<file path="config.mk">
export PLATFORM = sky130hd
export DESIGN_NAME = ifu_prefetch
export DESIGN_NICKNAME = d
export VERILOG_FILES = /design/src/rtl/ifu_prefetch.sv
export SDC_FILE = /design/constraint.sdc
export NUM_CORES = 1
export LEC_CHECK = 0
export BUFFER_PORTS_ARGS = -buffer_cell sky130_fd_sc_hd__buf_4
export CAP_MARGIN = 20
export CORE_MARGIN = 2
export CORE_UTILIZATION = 45
export DETAILED_ROUTE_END_ITERATION = 8
export GPL_TIMING_DRIVEN = 0
export SLEW_MARGIN = 30
export SYNTH_ARGS = -nofsm -noshare
export SYNTH_HDL_FRONTEND = slang
export SYNTH_SLANG_ARGS = --single-unit
</file>
<file path="constraint.sdc">
create_clock -name clk -period 5.8 [get_ports clk]
set_input_delay 0.29 -clock clk [delete_from_list [all_inputs] [get_ports clk]]
set_output_delay 0.29 -clock clk [all_outputs]
set_load 0.01 [all_outputs]
</file>
<file path="src/rtl/ifu_prefetch.sv">
// ifu_prefetch -- decoupled instruction-fetch front end.
//
// Issues one word fetch at a time to instruction memory, buffers the returned
// {pc, instruction} pairs in a small FIFO and hands them to decode over a
// valid/ready handshake. A redirect from execute flushes the FIFO, retargets
// the fetch PC and, if a fetch is still in flight, arranges for its response
// to be thrown away when it eventually arrives.
//
// Ports:
//   clk, rst                       clock; synchronous active-low reset
//   imem_req_valid/ready/addr      fetch request channel (word aligned address)
//   imem_rsp_valid/data            fetch response, always accepted
//   redirect_valid/pc              taken branch/jump target (bits [1:0] ignored)
//   dec_valid/ready/pc/instr       head of the prefetch FIFO towards decode
//   busy                           a fetch is outstanding or being discarded
module ifu_prefetch #(
  parameter int            AW       = 32,
  parameter int            DEPTH    = 4,
  parameter logic [AW-1:0] RESET_PC = 'h0000_3000
) (
  input  logic          clk,
  input  logic          rst,
  output logic          imem_req_valid,
  input  logic          imem_req_ready,
  output logic [AW-1:0] imem_req_addr,
  input  logic          imem_rsp_valid,
  input  logic [31:0]   imem_rsp_data,
  input  logic          redirect_valid,
  input  logic [AW-1:0] redirect_pc,
  output logic          dec_valid,
  input  logic          dec_ready,
  output logic [AW-1:0] dec_pc,
  output logic [31:0]   dec_instr,
  output logic          busy
);

  localparam int PW = $clog2(DEPTH);
  localparam logic [PW:0] L_DEPTH = (PW+1)'(DEPTH);

  typedef enum logic [1:0] {
    S_IDLE    = 2'd0,
    S_WAIT    = 2'd1,
    S_DISCARD = 2'd2
  } state_t;

  state_t          r_state;
  state_t          w_state_next;
  logic [AW-1:0]   r_fetch_pc;
  logic [AW-1:0]   r_req_pc;
  logic [PW-1:0]   r_rd_ptr;
  logic [PW-1:0]   r_wr_ptr;
  logic [PW:0]     r_count;
  logic [PW:0]     w_count_next;

  logic [AW-1:0]   r_pc_mem    [DEPTH];
  logic [31:0]     r_instr_mem [DEPTH];

  logic            w_req_valid;
  logic            w_req_fire;
  logic            w_push;
  logic            w_pop;
  logic [AW-1:0]   w_req_addr;
  logic            w_unused;

  // Redirect targets may carry byte-offset bits; they are dropped on purpose.
  assign w_unused = ^redirect_pc[1:0];

  assign w_req_addr = {r_fetch_pc[AW-1:2], 2'b00};

  // Credit rule: only request while a FIFO slot is guaranteed for the answer.
  // A redirect suppresses the request so the old stream never leaks out.
  assign w_req_valid = rst && (r_state == S_IDLE) && (r_count != L_DEPTH)
                       && !redirect_valid;
  assign w_req_fire  = w_req_valid && imem_req_ready;

  // Responses only land in WAIT; in DISCARD (or with a redirect the same
  // cycle) the data belongs to a squashed path.
  assign w_push = (r_state == S_WAIT) && imem_rsp_valid && !redirect_valid;
  assign w_pop  = (r_count != '0) && dec_ready && !redirect_valid;

  assign imem_req_valid = w_req_valid;
  assign imem_req_addr  = w_req_addr;
  assign dec_valid      = (r_count != '0);
  assign dec_pc         = r_pc_mem[r_rd_ptr];
  assign dec_instr      = r_instr_mem[r_rd_ptr];
  assign busy           = (r_state != S_IDLE);

  always_comb begin
    w_state_next = r_state;
    case (r_state)
      S_IDLE: begin
        if (w_req_fire) w_state_next = S_WAIT;
      end
      S_WAIT: begin
        if (imem_rsp_valid)      w_state_next = S_IDLE;
        else if (redirect_valid) w_state_next = S_DISCARD;
      end
      S_DISCARD: begin
        if (imem_rsp_valid) w_state_next = S_IDLE;
      end
      default: w_state_next = S_IDLE;
    endcase
  end

  always_comb begin
    w_count_next = r_count;
    case ({w_push, w_pop})
      2'b10:   w_count_next = r_count + 1'b1;
      2'b01:   w_count_next = r_count - 1'b1;
      default: w_count_next = r_count;
    endcase
  end

  always_ff @(posedge clk) begin
    if (!rst) begin
      r_state    <= S_IDLE;
      r_fetch_pc <= RESET_PC;
      r_req_pc   <= RESET_PC;
      r_rd_ptr   <= '0;
      r_wr_ptr   <= '0;
      r_count    <= '0;
    end else begin
      r_state <= w_state_next;
      if (w_req_fire) r_req_pc <= w_req_addr;
      if (redirect_valid) begin
        r_fetch_pc <= {redirect_pc[AW-1:2], 2'b00};
        r_rd_ptr   <= '0;
        r_wr_ptr   <= '0;
        r_count    <= '0;
      end else begin
        if (w_req_fire) r_fetch_pc <= r_fetch_pc + AW'(4);
        if (w_push)     r_wr_ptr   <= r_wr_ptr + 1'b1;
        if (w_pop)      r_rd_ptr   <= r_rd_ptr + 1'b1;
        r_count <= w_count_next;
      end
    end
  end

  // Storage carries no reset: entries are only visible through r_count.
  always_ff @(posedge clk) begin
    if (rst && w_push) begin
      r_pc_mem[r_wr_ptr]    <= r_req_pc;
      r_instr_mem[r_wr_ptr] <= imem_rsp_data;
    end
  end

endmodule

</file>
==> parameters.txt, run 1 <==
Parameter                              Value

Run status
  Outcome    complete, no violations

Floorplanning
  Initial Utilization    0.459
  I/O pin count    around 170
  Die X-Extent    approximately 170 um
  Rows    60
  Core Area    about 27,000 um^2
  Die Span Y    ~170 um
  Die Footprint    about 29,000 um^2

Placement
  Port bufs    160
  Post-DP HPWL    about 17,000 um
  Post-DP Area    14,100 um^2
  Placer's final routability congestion estimate    around 0.8

Synthesis
  Distinct cell type count after synthesis    48
  Mean Syn Cell Area    16.5 um^2
  EDFF count, synth    roughly 250
  Count of warnings emitted by yosys    0
  Instance count of the mapped netlist    around 750
  Fraction of synthesized cell area taken by the top area cell type    0.602
  Flip-flop cell with the highest count after synthesis    sky130_fd_sc_hd__edfxtp_1
  Cell type contributing the most total cell area after synthesis    sky130_fd_sc_hd__edfxtp_1
  Fraction of registers with async set or reset after synthesis    0
  Area of the mapped netlist    12,400 um^2
  Flip-flop and latch count after synthesis    between 300 and 400
  Cell types occupying the most area after synthesis    sky130_fd_sc_hd__edfxtp_1 (60%), sky130_fd_sc_hd__dfxtp_1 (11%), sky130_fd_sc_hd__mux4_2 (11%), sky130_fd_sc_hd__nand2_1 (2.9%), sky130_fd_sc_hd__xnor2_1 (1.3%)
  Sequential area share after synthesis    0.717

Critical path
  Register-to-register setup slack    3.44 ns
  Data arrival, critical path    between 2 and 2.5 ns
  Worst setup EP type    output port
  Crit path required time    roughly 5.5 ns
  Kind of launch point of the worst setup path    flop
  WS Path Type    reg -> out
  Biggest fanout along the worst timing path    10

Global route
  First-pass GRT wire length    41,200 um
  Number of global-route vias before repair    7,338
  Global-route usage over all layers    0.187
  Total overflow reported by the global router    0
  Largest net degree at the start of global routing    37
  Initial antenna violation count    0

Power
  Total power of the final layout    approximately 4.8 mW
  Static leakage    between 5 and 6 nW
  Maximum vdd drop    around 0.15 mV
  Power per Cell Area    311 nW/um^2

Final layout
  Post-route cell area    15,600 um^2
  Antenna fix cells    0
  Highest-count cells in the layout ignoring fill and taps    sky130_fd_sc_hd__edfxtp_1 (248), sky130_fd_sc_hd__buf_4 (164), sky130_fd_sc_hd__nand2_1 (94), sky130_fd_sc_hd__dfxtp_1 (71), sky130_fd_sc_hd__mux4_2 (62)
  Most common library cell in the layout ignoring fill and taps    sky130_fd_sc_hd__edfxtp_1
  Layout Area Growth over Synthesis    25.6%
  Layout cell share with drive strength beyond 1    0.301
  Total area of sequential cells    roughly 9000 um^2
  Filler cell count    2,157
  Total number of nets in the final design    1,062
  Area taken by multi-input logic gates    around 3300 um^2

Clock tree
  Clock latency reported for the late side of the worst-skew pair    0.50 ns
  Clock transition at the registers of the reported paths    roughly 0.06 ns
  Worst-case clock buffer depth    3
  Number of CTS-inserted buffers    35
  Buffer cell driving the clock tree root    sky130_fd_sc_hd__clkbuf_16
  TritonCTS clock tree    done
  Total number of H-tree levels    2
  Number of clock sinks    319
  Post-CTS resize count    0

STA
  Setup repair after global routing missed its margin    no
  Rel. slew slack    0.464
  Max Fclk    ~370 MHz
  Transition time at the pin with the least slew margin    approximately 0.8 ns
  Total setup violations reported at the end of the flow    0
  Final critical path time including I/O delays and setup    2.70 ns
  Sum of negative setup slack    0 ns
  Hold violation count in the final report    0
  Post-route fraction of the period consumed by the critical path    0.466
  Clock skew    between 0.006 and 0.007 ns
  Total count of max-transition violations in the final report    0

Detailed routing
  DRC violations left    0
  Vias    between 7,000 and 8,000
  Per-cell routed wire length    19.4 um
  Post-detailed-route count of antenna-violating nets    0
  Ratio of routed vias to standard cells    between 5 and 6
  TritonRoute pass-1 iters    5
  Drt initial violations    406
  Final wirelength    26,200 um

Run
  Max cap viols    0

Worst hold path
  Class of the tightest hold or removal check    in -> reg
==> path summary, 6_finish.rpt <==
check | to | cells after the start | startpoint
worst max-delay path | dec_instr[13] | 4 | flop
worst min-delay path | r_fetch_pc[2]$_SDFFE_PN0P_ | 2 | redirect_pc[2]
worst max register to register | r_instr_mem[0][31]$_DFFE_PP_ | 5 | r_state[0]$_SDFFE_PN0P_
worst min register to register | r_pc_mem[2][27]$_DFFE_PP_ | 0 | r_req_pc[29]$_SDFFE_PN0P_
==> worst max-delay path, cell delays in order (launching register included) <==
cell and delay (ns):
sky130_fd_sc_hd__dfxtp_1 0.30, sky130_fd_sc_hd__clkbuf_1 0.43, sky130_fd_sc_hd__buf_2 0.44, sky130_fd_sc_hd__mux4_2 0.58
sky130_fd_sc_hd__buf_4 0.16
==> power by group <==
part	leakage, nW	internal [mW]	total, mW	switching [mW]
sequential	2.77	2.47	2.51	0.0356
combinational	2.01	0.100	0.193	0.0928
clock	0.547	1.31	2.13	0.823
==> per-layer routing <==
metal	up-vias	wire (um)	global-route usage	share of wire
met5	-	0	0	0
met4	0	399	0.0453	0.015
met3	38	1680	0.0421	0.064
met2	221	12400	0.305	0.47
met1	3468	11700	0.259	0.45
li1	3347	-	-	-
==> metrics by stage <==
| step | instances | setup slack, ns | utilization | hold slack, ns |
|---|---|---|---|---|
| 2_1_floorplan | 751 | 3.03 | - | 0.366 |
| 3_3_place_gp | 1252 | 1.58 | 0.520 | 0.486 |
| 3_5_place_dp | 1256 | 3.07 | 0.523 | 0.491 |
| 4_1_cts | 1351 | 2.94 | 0.577 | 0.000521 |
| 5_1_grt | 1351 | 2.87 | 0.577 | 0.00772 |
| 6_report | 1351 | 3.10 | 0.577 | 0.0197 |
==> what timing repair did <==
item / 4_1_cts / 5_1_grt
setup buffers: 0 / 0
hold buffers: 33 / 0
endpoints found under the hold margin: 129 / 0
==> synthesized netlist by cell type (all sizes together), types with 4 or more instances <==
cell	instances
inv	9
o211a	4
nand3	15
mux4	62
clkbuf	26
nand2	94
a22o	6
xnor2	19
and2	5
nor4	15
nor3	5
o21ai	30
nand4	6
nor2	14
ha	6
a21oi	20
edfxtp	248
buf	19
dfxtp	71
and3	9
xor2	14
a21boi	28
==> cell type report <==
class	count	share of cell area
Clock buffer	47	0.0626
Buffer	45	0.0134
Inverter	9	0.00217
Multi-Input combinational cell	378	0.211
Sequential cell	319	0.570
Timing Repair Buffer	197	0.104
Clock inverter	15	0.00909
Tap cell	341	0.0274
==> logic make-up (layout without fill, tap and decap cells) <==
kind of cell / count (synthesis) / in the layout / share of synthesized area
buffers and inverters: 54 / 313 / 0.0195
flip-flops: 319 / 319 / 0.717
XOR/XNOR: 33 / 33 / 0.0234
adder cells (fa/ha/maj): 7 / 7 / 0.00768
multiplexers: 63 / 63 / 0.114
AND/OR/NAND/NOR: 179 / 179 / 0.0717
other: 1 / 4 / 0.000303
AO/OA/AOI/OAI: 92 / 92 / 0.0473
==> flip-flops by register name, indices dropped and copies added (netlist names), named ones only <==
register	cells
r_wr_ptr	2
r_state	2
r_rd_ptr	2
r_pc_mem	120
r_instr_mem	128
r_count	3
r_req_pc	30
r_fetch_pc	30
(Power assumes the default switching activity.)
==> run 2, diff against run 1 <==
--- a/config.mk
+++ b/config.mk
@@ -5,6 +5,7 @@
 export SDC_FILE = /design/constraint.sdc
 export NUM_CORES = 1
 export LEC_CHECK = 0
+export ABC_AREA = 1
 export BUFFER_PORTS_ARGS = -buffer_cell sky130_fd_sc_hd__buf_4
 export CAP_MARGIN = 20
 export CORE_MARGIN = 2
==> constraint.sdc (replaced) <==
create_clock -name clk -period 2.61 [get_ports clk]
set_input_delay 0.1305 -clock clk [delete_from_list [all_inputs] [get_ports clk]]
set_output_delay 0.1305 -clock clk [all_outputs]
set_load 0.01 [all_outputs]
==> run 2 against run 1 <==
Design area rose by 6.2%; die area increased by 3.8%; non-clock buffer count rose by 50; combinational power increased by 140%; sequential share of layout area down 3.3 points; register-to-register slack worse by 3.0 ns; synthesized area up 3.9%; critical path type unchanged; largest cell class unchanged; highest routed layer unchanged.
==> parameters.txt, run 2 <==
Parameter                              Value

Run status
  Outcome    complete, no violations

STA
  Post-route fraction of the period consumed by the critical path    0.955
  Total count of max-transition violations in the final report    0
  Clock skew    about 0.010 ns
  Tightest hold margin    approximately 0.012 ns
  Setup repair after global routing missed its margin    yes
  Final critical path time including I/O delays and setup    between 2 and 2.5 ns
  Transition time at the pin with the least slew margin    between 0.7 and 0.8 ns
  Total setup violations reported at the end of the flow    0
  Rel. slew slack    0.528
  Sum of negative setup slack    0 ns
  Max Fclk    401 MHz
  Slack of the critical path    around 0.12 ns
  Hold violation count in the final report    0

Detailed routing
  Ratio of routed vias to standard cells    5.18
  Post-detailed-route count of antenna-violating nets    0
  DRC violations left    0
  Per-cell routed wire length    ~18 um
  Final wirelength    around 32,000 um
  Vias    roughly 9,600
  TritonRoute pass-1 iters    5
  Drt initial violations    734

Clock tree
  Clock latency reported for the late side of the worst-skew pair    roughly 0.5 ns
  Clock transition at the registers of the reported paths    ~0.060 ns
  Buffer cell driving the clock tree root    sky130_fd_sc_hd__clkbuf_16
  Number of clock sinks    around 320
  Post-CTS Setup Repair Bufs    0
  Total number of H-tree levels    2
  TritonCTS clock tree    done
  Worst-case clock buffer depth    3
  Number of CTS-inserted buffers    34

Final layout
  Antenna fix cells    0
  Total number of nets in the final design    ~1,500
  Finished Core Util    0.591
  Number of flip-flops under the largest register name    128
  Regs by FF count    r_instr_mem x128, r_pc_mem x120
  Most common library cell in the layout ignoring fill and taps    sky130_fd_sc_hd__edfxtp_1
  Highest-count cells in the layout ignoring fill and taps    sky130_fd_sc_hd__edfxtp_1 (248), sky130_fd_sc_hd__nor2_1 (181), sky130_fd_sc_hd__nand2_1 (169), sky130_fd_sc_hd__buf_4 (169), sky130_fd_sc_hd__o21ai_0 (161)
  Layout cell share with drive strength beyond 1    0.186
  Layout Area Growth over Synthesis    28.4%
  Register with the most flip-flops    r_instr_mem

Critical path
  Biggest fanout along the worst timing path    10
  Worst r2r src    r_state[1]$_SDFFE_PN0P_
  WS Path Type    reg -> out
  Critical-path cell list    buf_2 -> inv_1 -> buf_2 -> buf_2 -> nor2_1 -> o22ai_1 -> buf_4
  Register-to-register setup slack    roughly 0.40 ns
  Slowest CP cell    sky130_fd_sc_hd__dfxtp_1
  Slowest cell delay on critical path    roughly 0.30 ns
  R2R depth    7
  Most numerous cell on the critical path    sky130_fd_sc_hd__buf_2
  R2R Path End    r_instr_mem[1][29]$_DFFE_PP_
  Kind of launch point of the worst setup path    flop
  Data arrival, critical path    between 2 and 2.5 ns
  Crit path required time    2.48 ns
  Worst setup EP type    output port

Floorplanning
  Die X-Extent    173 um
  Rows    between 60 and 70
  Die Footprint    roughly 30,000 um^2
  Die Span Y    between 150 and 200 um
  Initial Utilization    0.460
  I/O pin count    around 170
  Core Area    around 28,000 um^2

Synthesis
  Sequential area share after synthesis    0.690
  Area of the mapped netlist    around 13,000 um^2
  Instance count of the mapped netlist    roughly 1,200
  Fraction of synthesized cell area taken by the top area cell type    0.579
  Leading post-synthesis cells by instance count    sky130_fd_sc_hd__edfxtp_1 (248), sky130_fd_sc_hd__nor2_1 (185), sky130_fd_sc_hd__nand2_1 (169)
  EDFF count, synth    around 250
  Cell types occupying the most area after synthesis    sky130_fd_sc_hd__edfxtp_1 (58%), sky130_fd_sc_hd__dfxtp_1 (11%), sky130_fd_sc_hd__o21ai_0 (6.3%), sky130_fd_sc_hd__nor2_1 (5.4%), sky130_fd_sc_hd__nand2_1 (4.9%)
  Fraction of the mapped netlist area in compound gates    0.118
  Cell type contributing the most total cell area after synthesis    sky130_fd_sc_hd__edfxtp_1
  Simple-Gate Fraction of Synth Area    0.135
  Share of synthesized area spent on multiplexers    0
  Count of warnings emitted by yosys    0
  Main combinational cell family by area after synthesis    simple AND/OR/NAND/NOR gates
  Mean Syn Cell Area    between 10 and 15 um^2
  Post-synthesis adder-cell area fraction    0.00739
  Distinct cell type count after synthesis    35
  Area share of xor/xnor cells in the synthesized design    0.00409
  Flip-flop cell with the highest count after synthesis    sky130_fd_sc_hd__edfxtp_1
  Most frequent cell after synthesis    sky130_fd_sc_hd__edfxtp_1
  Fraction of registers with async set or reset after synthesis    0
  Flip-flop and latch count after synthesis    319

Worst hold path
  Class of the tightest hold or removal check    in -> reg
  Worst Hold Depth    5
  Critical hold path startpoint    redirect_pc[28]
  Endpoint, Worst Hold    r_fetch_pc[28]$_SDFFE_PN0P_

Run
  Max cap viols    0

Power
  Static leakage    between 6 and 7 nW
  Power per Cell Area    about 640 nW/um^2
  Maximum vdd drop    between 0.3 and 0.4 mV
  Total power of the final layout    10.5 mW

Global route
  Met1 routing resource usage after global routing    0.301
  Top Usage Layer GRT    met2
  Number of global-route vias before repair    a little over 9,000
  Total overflow reported by the global router    0
  Initial antenna violation count    0
  Global-route usage over all layers    0.212
  Largest net degree at the start of global routing    21
  First-pass GRT wire length    between 40,000 and 50,000 um
  Global-route met2 utilization    0.337
  GR Util met3    0.0328

Placement
  Pre-CTS setup slack    between 0.3 and 0.4 ns
  Placer's final routability congestion estimate    roughly 0.9
  Post-DP HPWL    between 20,000 and 25,000 um
  Port bufs    ~160
run 2: how the worst max path moves through the flow:
stage / end / depth (start not counted)
final: dec_pc[22] / 7
after global routing: dec_instr[0] / 6
after CTS: dec_pc[19] / 6
after detailed placement: r_instr_mem[1][28]$_DFFE_PP_ / 7
after global placement: r_instr_mem[3][29]$_DFFE_PP_ / 5
after floorplan: r_instr_mem[0][0]$_DFFE_PP_ / 5
run 2: final cells by class:
cell class	count	area [um^2]
inverters	71	267
well taps	378	473
repair buffers	227	2080
clock inverters	14	88.8
fillers	2359	11400
clock buffers	45	956
plain buffers	65	338
multi-input cells	727	3440
flip-flops and latches	319	8870
run 2: critical path, delay by kind of cell (launching register included):
family / cells / cell delay (ns)
AO/OA/AOI/OAI: 1 / 0.30
buffers and inverters: 5 / 1.20
flip-flops: 1 / 0.30
AND/OR/NAND/NOR: 1 / 0.06
run 2: what timing repair did:
action,CTS,global route
endpoints found under the hold margin,150,0
hold buffers,53,0
gates resized for setup,1,21
setup endpoints to repair,3,37
pin swaps,0,0
run 2: metrics by stage:
stage,cell area [um^2],std cells
after CTS,16500,1847
after floorplan,12900,1183
after detailed placement,14900,1735
after global routing,16500,1846
final,16500,1846
after global placement,14600,1723
run 2: layer usage:
layer | up-vias | part of all wire
met5 | - | 0
met4 | 0 | 0.025
met3 | 53 | 0.062
met1 | 4498 | 0.45
li1 | 4669 | -
met2 | 351 | 0.46
run 2: cell families (layout without fill, tap and decap cells):
logic type,count (synthesis),after routing
other cells,1,4
buf+inv,137,422
compound gates,284,284
fa+ha+maj,7,7
flops,319,319
xor+xnor,6,6
simple gates,426,426
run 2: report_power, final:
| group | internal, mW | switching (mW) | leakage, nW |
|---|---|---|---|
| clock network | 2.67 | 1.83 | 0.510 |
| registers | 5.51 | 0.0774 | 2.85 |
| logic | 0.230 | 0.231 | 2.76 |
==> run 3, diff against run 2 <==
==> constraint.sdc (replaced) <==
create_clock -name clk -period 2.61 [get_ports clk]
set_input_delay 0.261 -clock clk [delete_from_list [all_inputs] [get_ports clk]]
set_output_delay 0.261 -clock clk [all_outputs]
set_load 0.01 [all_outputs]
==> run 3 against run 2 <==
Worst hold slack better by 0.028 ns; die area unchanged; critical path type unchanged; clock power is essentially flat; flip-flop and latch count stayed put; critical path depth down 3; core utilization fell by 0.69 points; combinational power decreased by 5.2%; fmax shrank 1.9%; largest power group unchanged.
==> parameters.txt, run 3 (same netlist as run 2, synthesis figures left out) <==
Parameter                              Value

Global route
  Largest net degree at the start of global routing    21
  Initial antenna violation count    0
  Global-route usage over all layers    0.211
  Number of global-route vias before repair    8,952
  Total overflow reported by the global router    0
  First-pass GRT wire length    49,300 um

Detailed routing
  TritonRoute pass-1 iters    7
  DRC violations left    0
  Post-detailed-route count of antenna-violating nets    0
  Vias    9,455
  Per-cell routed wire length    between 15 and 20 um
  Ratio of routed vias to standard cells    between 5 and 6
  Final wirelength    around 32,000 um
  Drt initial violations    781

Critical path
  Worst r2r src    r_state[1]$_SDFFE_PN0P_
  R2R depth    7
  WS Path Type    reg -> out
  Crit path required time    roughly 2.4 ns
  Worst setup EP type    output port
  Data arrival, critical path    about 2.3 ns
  Kind of launch point of the worst setup path    flop
  CP endpoint    dec_pc[14]
  Register-to-register setup slack    about 0.40 ns
  R2R Path End    r_instr_mem[1][29]$_DFFE_PP_
  Biggest fanout along the worst timing path    10

Floorplanning
  Core Area    between 20,000 and 30,000 um^2
  I/O pin count    roughly 170
  Initial Utilization    0.460
  Die Footprint    between 20,000 and 30,000 um^2
  Rows    slightly above 60
  Die Span Y    around 170 um
  Die X-Extent    around 170 um

Final layout
  Number of flip-flops under the largest register name    128
  Total area of sequential cells    between 8000 and 9000 um^2
  Layout cell share with drive strength beyond 1    0.191
  Finished Core Util    0.584
  Antenna fix cells    0
  Register with the most flip-flops    r_instr_mem
  Highest-count cells in the layout ignoring fill and taps    sky130_fd_sc_hd__edfxtp_1 (248), sky130_fd_sc_hd__nor2_1 (181), sky130_fd_sc_hd__buf_4 (170), sky130_fd_sc_hd__nand2_1 (169), sky130_fd_sc_hd__o21ai_0 (161)
  Total number of nets in the final design    between 1,500 and 2,000
  Regs by FF count    r_instr_mem x128, r_pc_mem x120
  Most common library cell in the layout ignoring fill and taps    sky130_fd_sc_hd__edfxtp_1
  Area taken by multi-input logic gates    about 3400 um^2
  Layout Area Growth over Synthesis    26.9%
  Filler cell count    2,377
  Post-route non-filler standard cell count    1,826

Power
  Proportion of power drawn by flip-flops and latches    0.530
  Static leakage    about 6.0 nW
  Combinational Power Share    0.041
  Design internal power    ~8.4 mW
  Switching portion of total power    0.204
  Switching power summed over all nets    roughly 2.2 mW
  Share of total power in the clock network    0.429
  Power per Cell Area    between 600 and 700 nW/um^2
  Total power of the final layout    around 11 mW
  Maximum vdd drop    slightly below 0.4 mV

Clock tree
  Number of clock sinks    between 300 and 400
  Post-CTS Setup Repair Bufs    0
  Buffer cell driving the clock tree root    sky130_fd_sc_hd__clkbuf_16
  Clock latency reported for the late side of the worst-skew pair    ~0.50 ns
  Worst-case clock buffer depth    3
  TritonCTS clock tree    done
  Clock transition at the registers of the reported paths    0.06 ns
  Number of CTS-inserted buffers    34
  Total number of H-tree levels    2

Worst hold path
  Critical hold path startpoint    redirect_pc[11]
  Class of the tightest hold or removal check    in -> reg

Placement
  Placed Cells    between 1,500 and 2,000
  Port bufs    162
  Post-DP HPWL    ~22,000 um
  Placer's final routability congestion estimate    roughly 0.9

STA
  Clock skew    ~0.0091 ns
  Rel. slew slack    0.539
  Total count of max-transition violations in the final report    0
  Max Fclk    a little under 400 MHz
  Total setup violations reported at the end of the flow    0
  Setup repair after global routing missed its margin    yes
  Final critical path time including I/O delays and setup    2.54 ns
  Post-route fraction of the period consumed by the critical path    0.973
  Tightest hold margin    approximately 0.04 ns
  Hold violation count in the final report    0
  Transition time at the pin with the least slew margin    between 0.6 and 0.7 ns

Run
  Max cap viols    0

Run status
  Outcome    complete, no violations
run 3: changes by cell type in the layout (fill, tap and decap cells not counted):
cell | previous run | this run
sky130_fd_sc_hd__buf_2 | 14 | 15
sky130_fd_sc_hd__buf_1 | 2 | 1
sky130_fd_sc_hd__clkbuf_4 | 2 | 1
sky130_fd_sc_hd__dlygate4sd3_1 | 53 | 33
sky130_fd_sc_hd__clkinvlp_4 | 1 | 2
sky130_fd_sc_hd__buf_4 | 169 | 170
sky130_fd_sc_hd__inv_1 | 67 | 66
sky130_fd_sc_hd__clkbuf_1 | 34 | 32
sky130_fd_sc_hd__clkbuf_2 | 10 | 12
run 3: critical path: stages (launching register included):
cell	delay (ns)
sky130_fd_sc_hd__dfxtp_1	0.63
sky130_fd_sc_hd__clkbuf_1	0.45
sky130_fd_sc_hd__o21ai_0	0.19
sky130_fd_sc_hd__o22ai_1	0.33
sky130_fd_sc_hd__buf_4	0.19
run 3: layer usage:
| layer | share of wire | track usage | up-vias |
|---|---|---|---|
| li1 | - | - | 4626 |
| met1 | 0.45 | 0.302 | 4410 |
| met2 | 0.45 | 0.333 | 371 |
| met3 | 0.069 | 0.0330 | 48 |
| met4 | 0.023 | 0.0653 | 0 |
| met5 | 0 | 0 | - |
run 3: power groups by stage:
stage	registers, mW	logic, mW	clock network, mW
2_1_floorplan	5.67	0.169	0
3_3_place_gp	5.69	0.384	0
3_5_place_dp	5.69	0.393	0
4_1_cts	5.58	0.436	4.58
5_1_grt	5.59	0.481	4.76
6_report	5.58	0.437	4.52
run 3: what timing repair did:
action | in CTS | in global routing
cloned | 0 | 0
endpoints found under the setup margin | 30 | 29
hold buffers | 33 | 0
resized for setup | 7 | 17
hold endpoints to repair | 129 | 0
run 3: cell type report:
| type | count | share of cell area |
|---|---|---|
| Sequential cell | 319 | 0.544 |
| Clock inverter | 14 | 0.00544 |
| Multi-Input combinational cell | 727 | 0.211 |
| Buffer | 65 | 0.0209 |
| Clock buffer | 45 | 0.0586 |
| Inverter | 71 | 0.0166 |
| Timing Repair Buffer | 207 | 0.115 |
| Tap cell | 378 | 0.0290 |
run 3: worst min path at each step:
| stage | end | cells after the start |
|---|---|---|
| after floorplan | r_instr_mem[0][0]$_DFFE_PP_ | 0 |
| after global placement | r_instr_mem[0][15]$_DFFE_PP_ | 1 |
| after detailed placement | r_instr_mem[0][0]$_DFFE_PP_ | 1 |
| after CTS | r_fetch_pc[11]$_SDFFE_PN0P_ | 3 |
| after global routing | r_fetch_pc[11]$_SDFFE_PN0P_ | 3 |
| final | r_fetch_pc[11]$_SDFFE_PN0P_ | 3 |
run 3: per-stage QoR:
| step | TNS (ns) | instance area [um^2] | setup slack (ns) |
|---|---|---|---|
| floorplan | -40.44 | 12900 | -0.163 |
| global placement | -404.87 | 14600 | -1.74 |
| detailed placement | 0 | 14900 | 0.313 |
| CTS | -0.0407 | 16300 | -0.0210 |
| global route | -0.000201 | 16300 | -0.000201 |
| finish | 0 | 16300 | 0.0707 |
